$ cat src/rtl/dst_gen.sv
// rtl/dst_gen.sv - display scan-timing generator with pixel enable, sync polarity and output delay
`timescale 1ns/1ps
module dst_gen #(
  parameter int H_SW   = 120,
  parameter int H_BP   = 64,
  parameter int H_ACT  = 800,
  parameter int H_FP   = 56,
  parameter int V_SW   = 6,
  parameter int V_BP   = 23,
  parameter int V_ACT  = 600,
  parameter int V_FP   = 37,
  parameter int HS_POL = 1,
  parameter int VS_POL = 1,
  parameter int DELAY  = 0,
  parameter int CW     = 12
) (
  input  logic          pclk,
  input  logic          rst,
  input  logic          pce,
  output logic          hs,
  output logic          vs,
  output logic          hen,
  output logic          ven,
  output logic          de,
  output logic [CW-1:0] x,
  output logic [CW-1:0] y,
  output logic          line_start,
  output logic          frame_start
);

  localparam int H_TOTAL = H_SW + H_BP + H_ACT + H_FP;
  localparam int V_TOTAL = V_SW + V_BP + V_ACT + V_FP;

  // Refuse to build a timing that the counters cannot represent.
  if (H_TOTAL > (1 << CW)) begin : g_h_total_chk
    $error("dst_gen: H_TOTAL exceeds counter range");
  end
  if (V_TOTAL > (1 << CW)) begin : g_v_total_chk
    $error("dst_gen: V_TOTAL exceeds counter range");
  end
  if (DELAY < 0 || DELAY > 15) begin : g_delay_chk
    $error("dst_gen: DELAY must be 0..15");
  end

  // Region boundaries are one bit wider than the counters so an active region
  // ending exactly at 2^CW (zero front porch) still compares correctly.
  localparam logic [CW-1:0] H_LAST  = CW'(H_TOTAL - 1);
  localparam logic [CW-1:0] V_LAST  = CW'(V_TOTAL - 1);
  localparam logic [CW:0]   H_SYNC  = (CW+1)'(H_SW);
  localparam logic [CW:0]   V_SYNC  = (CW+1)'(V_SW);
  localparam logic [CW:0]   H_ACT_S = (CW+1)'(H_SW + H_BP);
  localparam logic [CW:0]   H_ACT_E = (CW+1)'(H_SW + H_BP + H_ACT);
  localparam logic [CW:0]   V_ACT_S = (CW+1)'(V_SW + V_BP);
  localparam logic [CW:0]   V_ACT_E = (CW+1)'(V_SW + V_BP + V_ACT);
  localparam logic [CW-1:0] H_OFS   = CW'(H_SW + H_BP);
  localparam logic [CW-1:0] V_OFS   = CW'(V_SW + V_BP);
  localparam logic          HS_HI   = (HS_POL != 0);
  localparam logic          VS_HI   = (VS_POL != 0);

  // One pipeline word; sync bits are kept raw and polarity is applied at the output
  // so an all-zero reset word reads as inactive sync for either polarity.
  typedef struct packed {
    logic          hs_a;
    logic          vs_a;
    logic          hen;
    logic          ven;
    logic          de;
    logic          ls;
    logic          fs;
    logic [CW-1:0] x;
    logic [CW-1:0] y;
  } stage_t;

  logic [CW-1:0] r_h_cnt;
  logic [CW-1:0] r_v_cnt;
  logic          w_h_last;
  logic          w_v_last;
  logic          w_hen;
  logic          w_ven;
  stage_t        w_dec;
  stage_t        r_pipe [0:DELAY];
  stage_t        w_out;

  assign w_h_last = (r_h_cnt == H_LAST);
  assign w_v_last = (r_v_cnt == V_LAST);

  // Scan counters: h advances on every enabled pixel, v on the last pixel of a line.
  always_ff @(posedge pclk or posedge rst) begin
    if (rst) begin
      r_h_cnt <= '0;
      r_v_cnt <= '0;
    end else if (pce) begin
      if (w_h_last) begin
        r_h_cnt <= '0;
        r_v_cnt <= w_v_last ? '0 : r_v_cnt + CW'(1);
      end else begin
        r_h_cnt <= r_h_cnt + CW'(1);
      end
    end
  end

  assign w_hen = ({1'b0, r_h_cnt} >= H_ACT_S) && ({1'b0, r_h_cnt} < H_ACT_E);
  assign w_ven = ({1'b0, r_v_cnt} >= V_ACT_S) && ({1'b0, r_v_cnt} < V_ACT_E);

  // Stage-0 decode of the current counter position.
  always_comb begin
    w_dec      = '0;
    w_dec.hs_a = ({1'b0, r_h_cnt} < H_SYNC);
    w_dec.vs_a = ({1'b0, r_v_cnt} < V_SYNC);
    w_dec.hen  = w_hen;
    w_dec.ven  = w_ven;
    w_dec.de   = w_hen & w_ven;
    w_dec.x    = w_hen ? (r_h_cnt - H_OFS) : '0;
    w_dec.y    = w_ven ? (r_v_cnt - V_OFS) : '0;
    w_dec.ls   = pce & (r_h_cnt == '0);
    w_dec.fs   = pce & (r_h_cnt == '0) & (r_v_cnt == '0);
  end

  // Output pipeline: free-running (not gated by pce) so pulses last one pclk.
  always_ff @(posedge pclk or posedge rst) begin
    if (rst) begin
      for (int i = 0; i <= DELAY; i++) begin
        r_pipe[i] <= '0;
      end
    end else begin
      r_pipe[0] <= w_dec;
      for (int i = 1; i <= DELAY; i++) begin
        r_pipe[i] <= r_pipe[i-1];
      end
    end
  end

  assign w_out       = r_pipe[DELAY];
  assign hs          = HS_HI ? w_out.hs_a : ~w_out.hs_a;
  assign vs          = VS_HI ? w_out.vs_a : ~w_out.vs_a;
  assign hen         = w_out.hen;
  assign ven         = w_out.ven;
  assign de          = w_out.de;
  assign x           = w_out.x;
  assign y           = w_out.y;
  assign line_start  = w_out.ls;
  assign frame_start = w_out.fs;

endmodule

$ cat config.mk
export PLATFORM = sky130hd
export DESIGN_NAME = dst_gen
export DESIGN_NICKNAME = d
export VERILOG_FILES = /design/src/rtl/dst_gen.sv
export SDC_FILE = /design/constraint.sdc
export NUM_CORES = 1
export LEC_CHECK = 0
export ABC_AREA = 1
export BUFFER_PORTS_ARGS = -buffer_cell sky130_fd_sc_hd__clkbuf_2
export CAP_MARGIN = 20
export CORE_MARGIN = 2
export CORE_UTILIZATION = 50
export CTS_CLUSTER_DIAMETER = 200
export DETAILED_ROUTE_END_ITERATION = 8
export PLACE_DENSITY = 0.7
export SETUP_SLACK_MARGIN = 0.5
export SLEW_MARGIN = 20
export SYNTH_ARGS = -nofsm -noshare
export SYNTH_HDL_FRONTEND = slang
export SYNTH_SLANG_ARGS = --single-unit
$ cat constraint.sdc
create_clock -name pclk -period 2.19 [get_ports pclk]
set_clock_uncertainty 0.2 [all_clocks]
set_input_delay 0.438 -clock pclk [delete_from_list [all_inputs] [get_ports pclk]]
set_output_delay 0.438 -clock pclk [all_outputs]
set_load 0.01 [all_outputs]
* Word-level counts from Yosys, hierarchy flattened
Index checks and enable logic that the tools add are counted.
Operators by class: add/sub/neg operators 4, order comparisons 6, equality and inequality tests 2, mux-type cells 4, bitwise logic cells 3, reductions and logical operators 5
Operator list (number):
- 12-bit 2-to-1 mux | 4
- 12-bit by 1-bit adder with 12-bit output, second input constant | 2
- 12-bit zero test | 2
- 12-bit by 10-bit < comparator with 1-bit output, second input constant | 2
- 12-bit by 10-bit == test with 1-bit output, second input constant | 1
- 12-bit by 11-bit == test with 1-bit output, second input constant | 1
- 12-bit by 5-bit greater-or-equal comparator with 1-bit output, second input constant | 1
- 12-bit by 8-bit greater-or-equal comparator with 1-bit output, second input constant | 1
- 12-bit by 3-bit < comparator with 1-bit output, second input constant | 1
- 12-bit by 7-bit < comparator with 1-bit output, second input constant | 1
- 12-bit by 5-bit subtractor with 12-bit output, second input constant | 1
- 12-bit by 8-bit subtractor with 12-bit output, second input constant | 1
- 1-bit AND | 3
- 1-bit logical AND | 2
- 2-bit AND reduction | 1
Storage, ports and cells: flip-flop bits (word level) 55, input bits 3, output and inout bits 31, logic and storage cells 35

* Logic depth before layout (Yosys ltp)
Gate-level depths: netlist of the first run.
depth after elaboration 3, gate-level depth with buffers 10

* Least setup slack after synthesis of the first run
No wires, ideal clock.
kind reg-to-reg, start point register r_v_cnt[0], end point register r_pipe, in the netlist y[4], arrival time 1.500 ns, required time 1.868 ns, setup slack 0.368 ns, stages on the path, launching flop included 11, path buffers 1, clock period less this slack 1.822 ns, cells stage by stage dfrtp_1 > inv_1 > ha_1 > inv_1 > nand2_1 > nor2_4 > nor2_2 > nand3_2 > nand3_2 > buf_6 > nor2_2
RTL lines:
- start: declaration | line 75 | logic [CW-1:0] r_v_cnt;
- start signal: assignment | line 95 | r_v_cnt <= w_v_last ? '0 : r_v_cnt + CW'(1);
- end signal: indexed assignment | line 128 | r_pipe[i] <= r_pipe[i-1];
- end: declaration | line 81 | stage_t r_pipe [0:DELAY];

* Final worst setup path of the first run
start point register r_h_cnt[0], end point register r_v_cnt[4]
Between the ends: word-level cells in the longest chain between the ends 2
Ends and longest elaborated chain:
- start: declaration | line 74 | logic [CW-1:0] r_h_cnt;
- start signal: assignment | line 97 | r_h_cnt <= r_h_cnt + CW'(1);
- 12-bit by 11-bit == test with 1-bit output | line 84 | assign w_h_last = (r_h_cnt == H_LAST);
- 2-bit AND reduction (no line)
No other way between the ends. A chain may end at the register's enable or synchronous reset.

==> metrics.md, run 1 <==
| Metric | Value |
|---|---|
| Sequential share of the synthesized area | 47.93% |
| Chip width | 79.78 um |
| Worst setup margin | 0.5051 ns |
| Yosys cell types | 26 |
| Initial antenna violation count | 0 |
| CP Data Arrival Time | 1.71 ns |
| H-Tree Level Count | 2 |
| Clock-pin slew on the worst setup and hold paths | 0.10 ns |
| Worst r2r dst | r_v_cnt[4] |
| Commonest cells after routing, fill and taps aside | nand2_1, dfrtp_1, nor2_1, inv_1, clkbuf_2 |
| CP max FO | 18 |
| Core box area | 0.005540 mm2 |
| Syn avg cell area | 7.910 um2 |
| R2R cell count | 7 |
| Max Clk Rate | 0.5935 GHz |
| Dominant cells by area after synthesis | dfrtp_1, nand2_1, nor2_1, inv_1, nand3_1 |
| Worst R2R Start | r_h_cnt[0] |
| Max rail drop VDD | 0.4369 mV |
| Hold path endpoint | r_h_cnt[0] |
| Setup TNS | 0 ns |
| CP Class | reg2reg |
| Final worst path period share | 76.94% |
| R2r setup slk | 0.51 ns |
| Dpl ws | 0.2706 ns |
| Vias/cell | 5.200 |
| Number of max-cap violations | 0 |
| Mapped Nets | 373 |
| Row count | 27 |
| Max clock buf depth | 2 |
| Final antenna-violating net count | 0 |
| Yosys reg bits | 55 |
| Critical Path End Type | flip-flop |
| Max-slew headroom | 68.48% |
| RSZ-0062 raised after global routing | true |
| Fin. Hold Viols | 0 |
| Max incr delay on CP | 0.42 ns |
| Slowest-stage cell, CP | dfrtp_1 |
| Final Slew Violations | 0 |
| # nets final | 422 |
| Initial DRC count | 185 |
| Routed wire length | 6735 um |
| GRT Util Overall | 21.24% |
| Gate Count Post-Synth | 363 |
| Yosys warning total | 0 |
| Die height | 79.78 um |
| Synth area leader | dfrtp_1 |
| HPWL after detailed placement | 4413 um |
| Layout cells sized above 1 | 32.20% |
| Port bufs | 33 |
| Number of CTS-inserted buffers | 5 |
| CTS tree | built |
| Vias in the first global route | 2,309 |
| First-pass GRT wire length | 10,620 um |
| Req. time, crit path | 2.22 ns |
| Top cell type's share of synthesized area | 47.93% |
| Clock Sinks | 55 |
| Fin crit period | 1.685 ns |
| Critical hold path startpoint | pce |
| Worst slew pin tran | 0.4717 ns |
| Total gr overflow | 0 |
| Largest net degree at the start of global routing | 36 |
| Vias post-DR | 2,522 |
| Area of the mapped netlist | 0.002872 mm2 |
| DR pass1 iterations | 4 |
| Area Overhead vs Synth | 24.27% |
| Final setup violation count | 0 |
| CTS root buffer | clkbuf_8 |
| Initial Util | 51.83% |
| WL/cell | 13.89 um |
| Buf/Inv on CP | 1 |
| Worst Hold Class | in2reg |
| Gp weighted congestion | 0.9889 |
| CP delay by family, top | simple AND/OR/NAND/NOR gates |
| Worst-path cell chain | ha_2, nand3_2, nor2_2, nand2_2, nor2_4, inv_6, o21ai_0 |
| Commonest non-fill, non-tap cell in the layout | nand2_1 |
| # fillers | 469 |
| Power Density | 795.2 mW/mm2 |
| Status | finished, final reports clean |
| Antenna fix cells | 0 |
| Clk_lat worst skew | 0.31 ns |
| Total die area | 0.006365 mm2 |
| Leak | 1.840 nW |
| Startpoint Class | flip-flop |
| DRC violations left | 0 |
| Hold Crit Depth | 2 |
| # IOs | 34 |
-- kinds of logic after synthesis --
| kind of cell | Yosys count | share of synthesized area (%) |
|---|---|---|
| AO/OA/AOI/OAI | 24 | 4.706 |
| flip-flops | 55 | 47.93 |
| AND/OR/NAND/NOR | 208 | 32.42 |
| adder cells (fa/ha/maj) | 7 | 3.050 |
| buffers and inverters | 58 | 8.540 |
| XOR/XNOR | 11 | 3.355 |
-- cells in the mapped netlist --
library cell	n
nor2_4	3
dfrtp_1	55
a31oi_1	2
o21ai_1	3
xor2_1	11
buf_2	7
a21oi_2	1
buf_4	1
nor2_1	45
nand3_2	2
nor3_1	10
nand4_1	9
ha_1	7
nor2_2	12
o22ai_1	1
o21ai_0	10
nand3b_1	1
nand2_1	93
clkinv_1	1
a21oi_1	5
buf_6	2
inv_2	3
o21ai_2	2
nand3_1	29
inv_1	44
nand2_2	4
-- power breakdown --
group	switching, mW	internal (mW)
clock	0.334	0.376
combinational	0.501	0.316
sequential	0.139	1.17
total	0.974	1.86
-- worst max-delay path by stage --
stage               depth (start not counted)  slack, ns    endpoint        from
floorplan                                  10       0.51        y[4]  r_v_cnt[0]
global placement                            9       0.37          de  r_v_cnt[0]
detailed placement                          9       0.27        y[0]  r_v_cnt[0]
CTS                                         8       0.49  r_v_cnt[8]  r_h_cnt[8]
global route                                8       0.40  r_v_cnt[0]  r_h_cnt[0]
finish                                      7       0.51  r_v_cnt[4]  r_h_cnt[0]
-- repair_timing --
item / CTS / global route
hold endpoints to repair: 20 / 0
buffers inserted: 5 / 7
hold buffers: 1 / 0
pin swaps: 0 / 13
cloned: 1 / 2
gates resized for setup: 10 / 54
endpoints found under the setup margin: 39 / 46
-- area by class of cell --
cell class	instances	area [um2]	share of cell area (%)
well taps	72	90.09	2.525
repair buffers	50	315.3	8.836
flip-flops and latches	55	1386	38.85
inverters	48	188.9	5.295
clock buffers	6	82.58	2.314
clock inverters	2	38.79	1.087
multi-input cells	252	1466	41.09
-- stage by stage --
stage | total power [mW] | utilization [%] | instance area [um2] | hold slack [ns] | cells
3_5_place_dp | 1.989 | 56.32 | 3120 | 0.2730 | 461
4_1_cts | 2.739 | 60.21 | 3336 | 0.2613 | 476
2_1_floorplan | 1.776 | - | 2895 | 0.2710 | 363
3_3_place_gp | 1.976 | 56.32 | 3120 | 0.2630 | 461
5_1_grt | 3.016 | 64.41 | 3568 | 0.2886 | 485
6_report | 2.838 | 64.41 | 3568 | 0.2617 | 485
-- registers in the layout (all words and copies together) (netlist names) --
name and count:
frame_start 1, x 12, r_v_cnt 12, r_h_cnt 12, line_start 1, hen 1, hs 1, vs 1
de 1, ven 1, y 12
-- metal layers --
metal,wire [um],share of wire [%],global-route usage [%]
met1,3076,46,29.51
met2,3134,47,32.77
met3,443,6.6,5.543
met4,79,1.2,6.271
met5,0,0,0
No activity file was read; power rests on OpenSTA's default activity.
==> run 2: changes to the inputs <==
- PLACE_DENSITY: 0.7 -> 0.73
- clock period: 2.19 -> 1.47 ns (I/O delays scaled with it)
==> metrics.md, run 2 (synthesized netlist as in run 1, its figures left out) <==
| Metric | Value |
|---|---|
| Status | finished with violations |
| Failing checks | hold timing, setup timing |
| Critical Path End Type | flip-flop |
| Power Density | 1190 mW/mm2 |
| Req. time, crit path | 1.52 ns |
| Area Overhead vs Synth | 57.78% |
| # nets final | 500 |
| Number of max-cap violations | 0 |
| Leak | 2.259 nW |
| R2R cell count | 8 |
| Vias in the first global route | 2,851 |
| Worst hold slack | -0.1465 ns |
| Total gr overflow | 0 |
| Commonest cells after routing, fill and taps aside | buf_4, nand2_1, dfrtp_1, clkbuf_2, inv_1 |
| Dpl ws | -0.1882 ns |
| H-Tree Level Count | 2 |
| Number of CTS-inserted buffers | 5 |
| Chip width | 79.78 um |
| Total die area | 0.006365 mm2 |
| Worst setup margin | -0.3208 ns |
| Die height | 79.78 um |
| CP max FO | 7 |
| Setup TNS | -10.97 ns |
| Worst slew pin tran | 0.3751 ns |
| Initial DRC count | 444 |
| DR pass1 iterations | 5 |
| CTS tree | built |
| DRC violations left | 0 |
| Max-slew headroom | 74.92% |
| Core box area | 0.005540 mm2 |
| CP Class | reg2reg |
| Routed wire length | 10,010 um |
| Max rail drop VDD | 0.9733 mV |
| Final Slew Violations | 0 |
| Final antenna-violating net count | 0 |
| Antenna fix cells | 0 |
| Fin. Hold Viols | 55 |
| Max clock buf depth | 2 |
| Placed instance area | 0.003795 mm2 |
| Startpoint Class | flip-flop |
| Fin crit period | 1.791 ns |
| Clk_lat worst skew | 0.32 ns |
| Clock Sinks | 55 |
| Commonest non-fill, non-tap cell in the layout | buf_4 |
| Clock-pin slew on the worst setup and hold paths | 0.10 ns |
| Largest net degree at the start of global routing | 56 |
| Row count | 27 |
| First-pass GRT wire length | 13,210 um |
| # IOs | 34 |
| Port bufs | 33 |
| Gp weighted congestion | 0.9618 |
| Final worst path period share | 121.8% |
| GRT Util Overall | 27.05% |
| Max Clk Rate | 0.5584 GHz |
| Initial antenna violation count | 0 |
| HPWL after detailed placement | 5241 um |
| CTS root buffer | clkbuf_8 |
| Vias post-DR | 3,117 |
| Vias/cell | 5.536 |
| CP Data Arrival Time | 1.84 ns |
| Final instance area | 0.004531 mm2 |
| Initial Util | 51.83% |
| RSZ-0062 raised after global routing | true |
| Layout cells sized above 1 | 53.36% |
| Final setup violation count | 52 |
| Worst Hold Class | in2async |
| WL/cell | 17.78 um |
==> run 2: cell types whose count changed in the layout (fill, tap and decap cells not counted), moves of 4 or more <==
| cell | previous run | this run |
|---|---|---|
| nor2_4 | 8 | 23 |
| o21ai_1 | 4 | 9 |
| nor2_1 | 38 | 22 |
| inv_1 | 35 | 28 |
| nand2_1 | 88 | 71 |
| buf_4 | 13 | 75 |
| nand2_2 | 7 | 18 |
| o21ai_0 | 7 | 3 |
| nand3_1 | 24 | 18 |
| inv_2 | 10 | 15 |
| nand2_4 | 3 | 7 |
| buf_6 | 2 | 18 |
==> run 2: timing repair <==
| item | 4_1_cts | 5_1_grt |
|---|---|---|
| endpoints found under the setup margin | 86 | 86 |
| pin swaps | 26 | 27 |
| gates resized for setup | 55 | 75 |
| setup buffers | 11 | 6 |
| endpoints found under the hold margin | 55 | 55 |
| gates cloned | 3 | 0 |
==> run 2: final timing paths <==
check                                    to  startpoint  slack (ns)
worst max-delay path                   x[9]  r_h_cnt[4]       -0.32
worst min-delay path                   x[6]         rst       -0.15
worst max register to register         x[9]  r_h_cnt[4]       -0.32
worst min register to register   r_h_cnt[8]  r_h_cnt[8]        0.43
max in group asynchronous        r_h_cnt[5]         rst        0.95
min in group pclk               r_h_cnt[11]         pce        0.15
==> run 2: critical path, stage by stage, from the launching register on <==
cell     delay (ns)
dfrtp_2        0.45
buf_6          0.13
ha_4           0.15
nand2_4        0.07
nor3_4         0.14
nand2_2        0.13
nand3_4        0.20
nand2_8        0.13
nor2_2         0.12
==> run 2: metal layers <==
layer  vias up  global-route usage, %  wire length (um)
met5         -                      0                 0
met4         0                  10.68               506
met3        45                  3.959               706
met2       196                  45.46              4891
met1      1485                  35.15              3907
li1       1391                      -                 -
==> run 2: through the flow <==
| stage | cells | power (mW) | utilization [%] |
|---|---|---|---|
| global route | 563 | 5.638 | 81.78 |
| global placement | 535 | 3.517 | 68.50 |
| detailed placement | 535 | 3.569 | 68.50 |
| CTS | 557 | 4.701 | 75.79 |
| floorplan | 363 | 2.796 | - |
| finish | 563 | 5.392 | 81.78 |
==> run 2: cell type report <==
class / instances / area, um2
Timing Repair Buffer: 129 / 998.5
Fill cell: 298 / 1010
Inverter: 48 / 193.9
Multi-Input combinational cell: 251 / 1780
Clock inverter: 3 / 15.01
Sequential cell: 55 / 1384
Clock buffer: 5 / 68.82
Tap cell: 72 / 90.09
==> run 2: power breakdown <==
group / switching, mW / internal [mW]
sequential: 0.196 / 1.75
clock: 0.508 / 0.328
combinational: 1.42 / 1.19
total: 2.13 / 3.27
==> run 3: changes to the inputs <==
- PLACE_DENSITY: 0.73 -> 0.76
- RECOVER_POWER: unset -> 100
==> metrics.md, run 3 (synthesized netlist as in run 1, its figures left out) <==
| Metric | Value |
|---|---|
| CP Data Arrival Time | 1.98 ns |
| Clk_lat worst skew | 0.33 ns |
| Fin crit period | 1.911 ns |
| Initial antenna violation count | 0 |
| Dpl cells | 534 |
| Finished Layout Cells | 578 |
| Clock-pin slew on the worst setup and hold paths | 0.12 ns |
| Row count | 27 |
| Gp weighted congestion | 0.9645 |
| WL/cell | 21.64 um |
| DRC violations left | 0 |
| CTS tree | built |
| Area Overhead vs Synth | 63.49% |
| Initial Util | 51.83% |
| # nets final | 515 |
| HPWL after detailed placement | 5229 um |
| CP Class | reg2reg |
| Core box area | 0.005540 mm2 |
| Placed instance area | 0.003787 mm2 |
| R2r setup slk | -0.44 ns |
| First-pass GRT wire length | 14,730 um |
| CP max FO | 7 |
| Final instance area | 0.004695 mm2 |
| Total gr overflow | 0 |
| DR pass1 iterations | 8 |
| Total die area | 0.006365 mm2 |
| Final Slew Violations | 0 |
| Die height | 79.78 um |
| Max layer used | met4 |
| Met3 wire len | 1347 um |
| Critical Path End Type | flip-flop |
| Initial DRC count | 559 |
| Number of max-cap violations | 0 |
| Dpl ws | -0.2506 ns |
| Layout cells sized above 1 | 49.80% |
| Final antenna-violating net count | 0 |
| Metal-1 WL | 4298 um |
| Detail Route met2 WL | 5851 um |
| Power Density | 1196 mW/mm2 |
| Worst Hold Class | in2async |
| Final setup violation count | 52 |
| Final worst path period share | 130.0% |
| # IOs | 34 |
| Failing checks | setup timing |
| Largest net degree at the start of global routing | 56 |
| Max clock buf depth | 2 |
| Chip width | 79.78 um |
| Commonest non-fill, non-tap cell in the layout | buf_4 |
| Status | finished with violations |
| Worst slew pin tran | 0.7763 ns |
| H-Tree Level Count | 2 |
| Max rail drop VDD | 0.9669 mV |
| Max-slew headroom | 48.25% |
| Port bufs | 33 |
| Req. time, crit path | 1.54 ns |
| Startpoint Class | flip-flop |
| Number of CTS-inserted buffers | 5 |
| Vias post-DR | 3,551 |
| CTS root buffer | clkbuf_8 |
| Clock Sinks | 55 |
| Vias/cell | 6.144 |
| Antenna fix cells | 0 |
| Max Clk Rate | 0.5232 GHz |
| RSZ-0062 raised after global routing | true |
| Vias in the first global route | 3,070 |
| Leak | 2.258 nW |
| Commonest cells after routing, fill and taps aside | buf_4, nand2_1, dfrtp_1, clkbuf_1, inv_1 |
| GRT Util Overall | 30.14% |
| Worst setup margin | -0.4411 ns |
| Routed wire length | 12,510 um |
| Fin. Hold Viols | 0 |
run 3: worst max-delay path, stage by stage (launching register included):
cell and delay [ns]:
dfrtp_1 0.44, buf_4 0.15, buf_4 0.14, nor3_1 0.33
nand2_2 0.15, nand3_4 0.16, nand2_8 0.14, nor2_4 0.12
run 3: final timing paths:
path | from | to | cells after the start
hold / removal | rst | y[0] | 3
setup / recovery | r_h_cnt[6] | x[2] | 7
max in group asynchronous | rst | r_v_cnt[5] | 3
hold reg to reg | r_v_cnt[10] | r_v_cnt[10] | 3
setup reg to reg | r_h_cnt[6] | x[2] | 7
min in group pclk | pce | r_h_cnt[11] | 3
run 3: layout make-up:
cell class                 instances  area, um2
clock buffer                       5      68.82
clock inverter                     3      25.02
fill                             253      845.8
inverter                          48      203.9
multi-input combinational        251       1828
sequential                        55       1383
tap                               72      90.09
timing repair buffer             142       1084
timing repair inverter             2      12.51
run 3: metrics by stage:
step / hold slack, ns / power [mW] / utilization [%] / setup TNS, ns
after floorplan: 0.1681 / 2.796 / - / -3.736
after global placement: 0.1787 / 3.490 / 68.36 / -3.614
after detailed placement: 0.1877 / 3.541 / 68.36 / -6.393
after CTS: -0.1488 / 4.825 / 77.19 / -5.352
after global routing: 0.1164 / 5.802 / 84.73 / -19.12
final: 0.04115 / 5.613 / 84.73 / -16.92
run 3: routing by layer:
metal,track usage [%],vias to the layer above
met5,0,-
met4,13.90,0
met3,3.733,125
met2,51.68,352
met1,37.84,1649
li1,-,1425
run 3: what timing repair did:
action	CTS	global route
endpoints found under the hold margin	55	55
pin swaps	24	25
resized for setup	71	115
gates cloned	2	3
buffers inserted	15	16
endpoints found under the setup margin	86	86
run 3: power breakdown:
| part | internal (mW) | total [mW] | switching (mW) |
|---|---|---|---|
| clock | 0.343 | 0.923 | 0.580 |
| combinational | 1.20 | 2.74 | 1.54 |
| sequential | 1.75 | 1.95 | 0.200 |
| total | 3.29 | 5.61 | 2.32 |
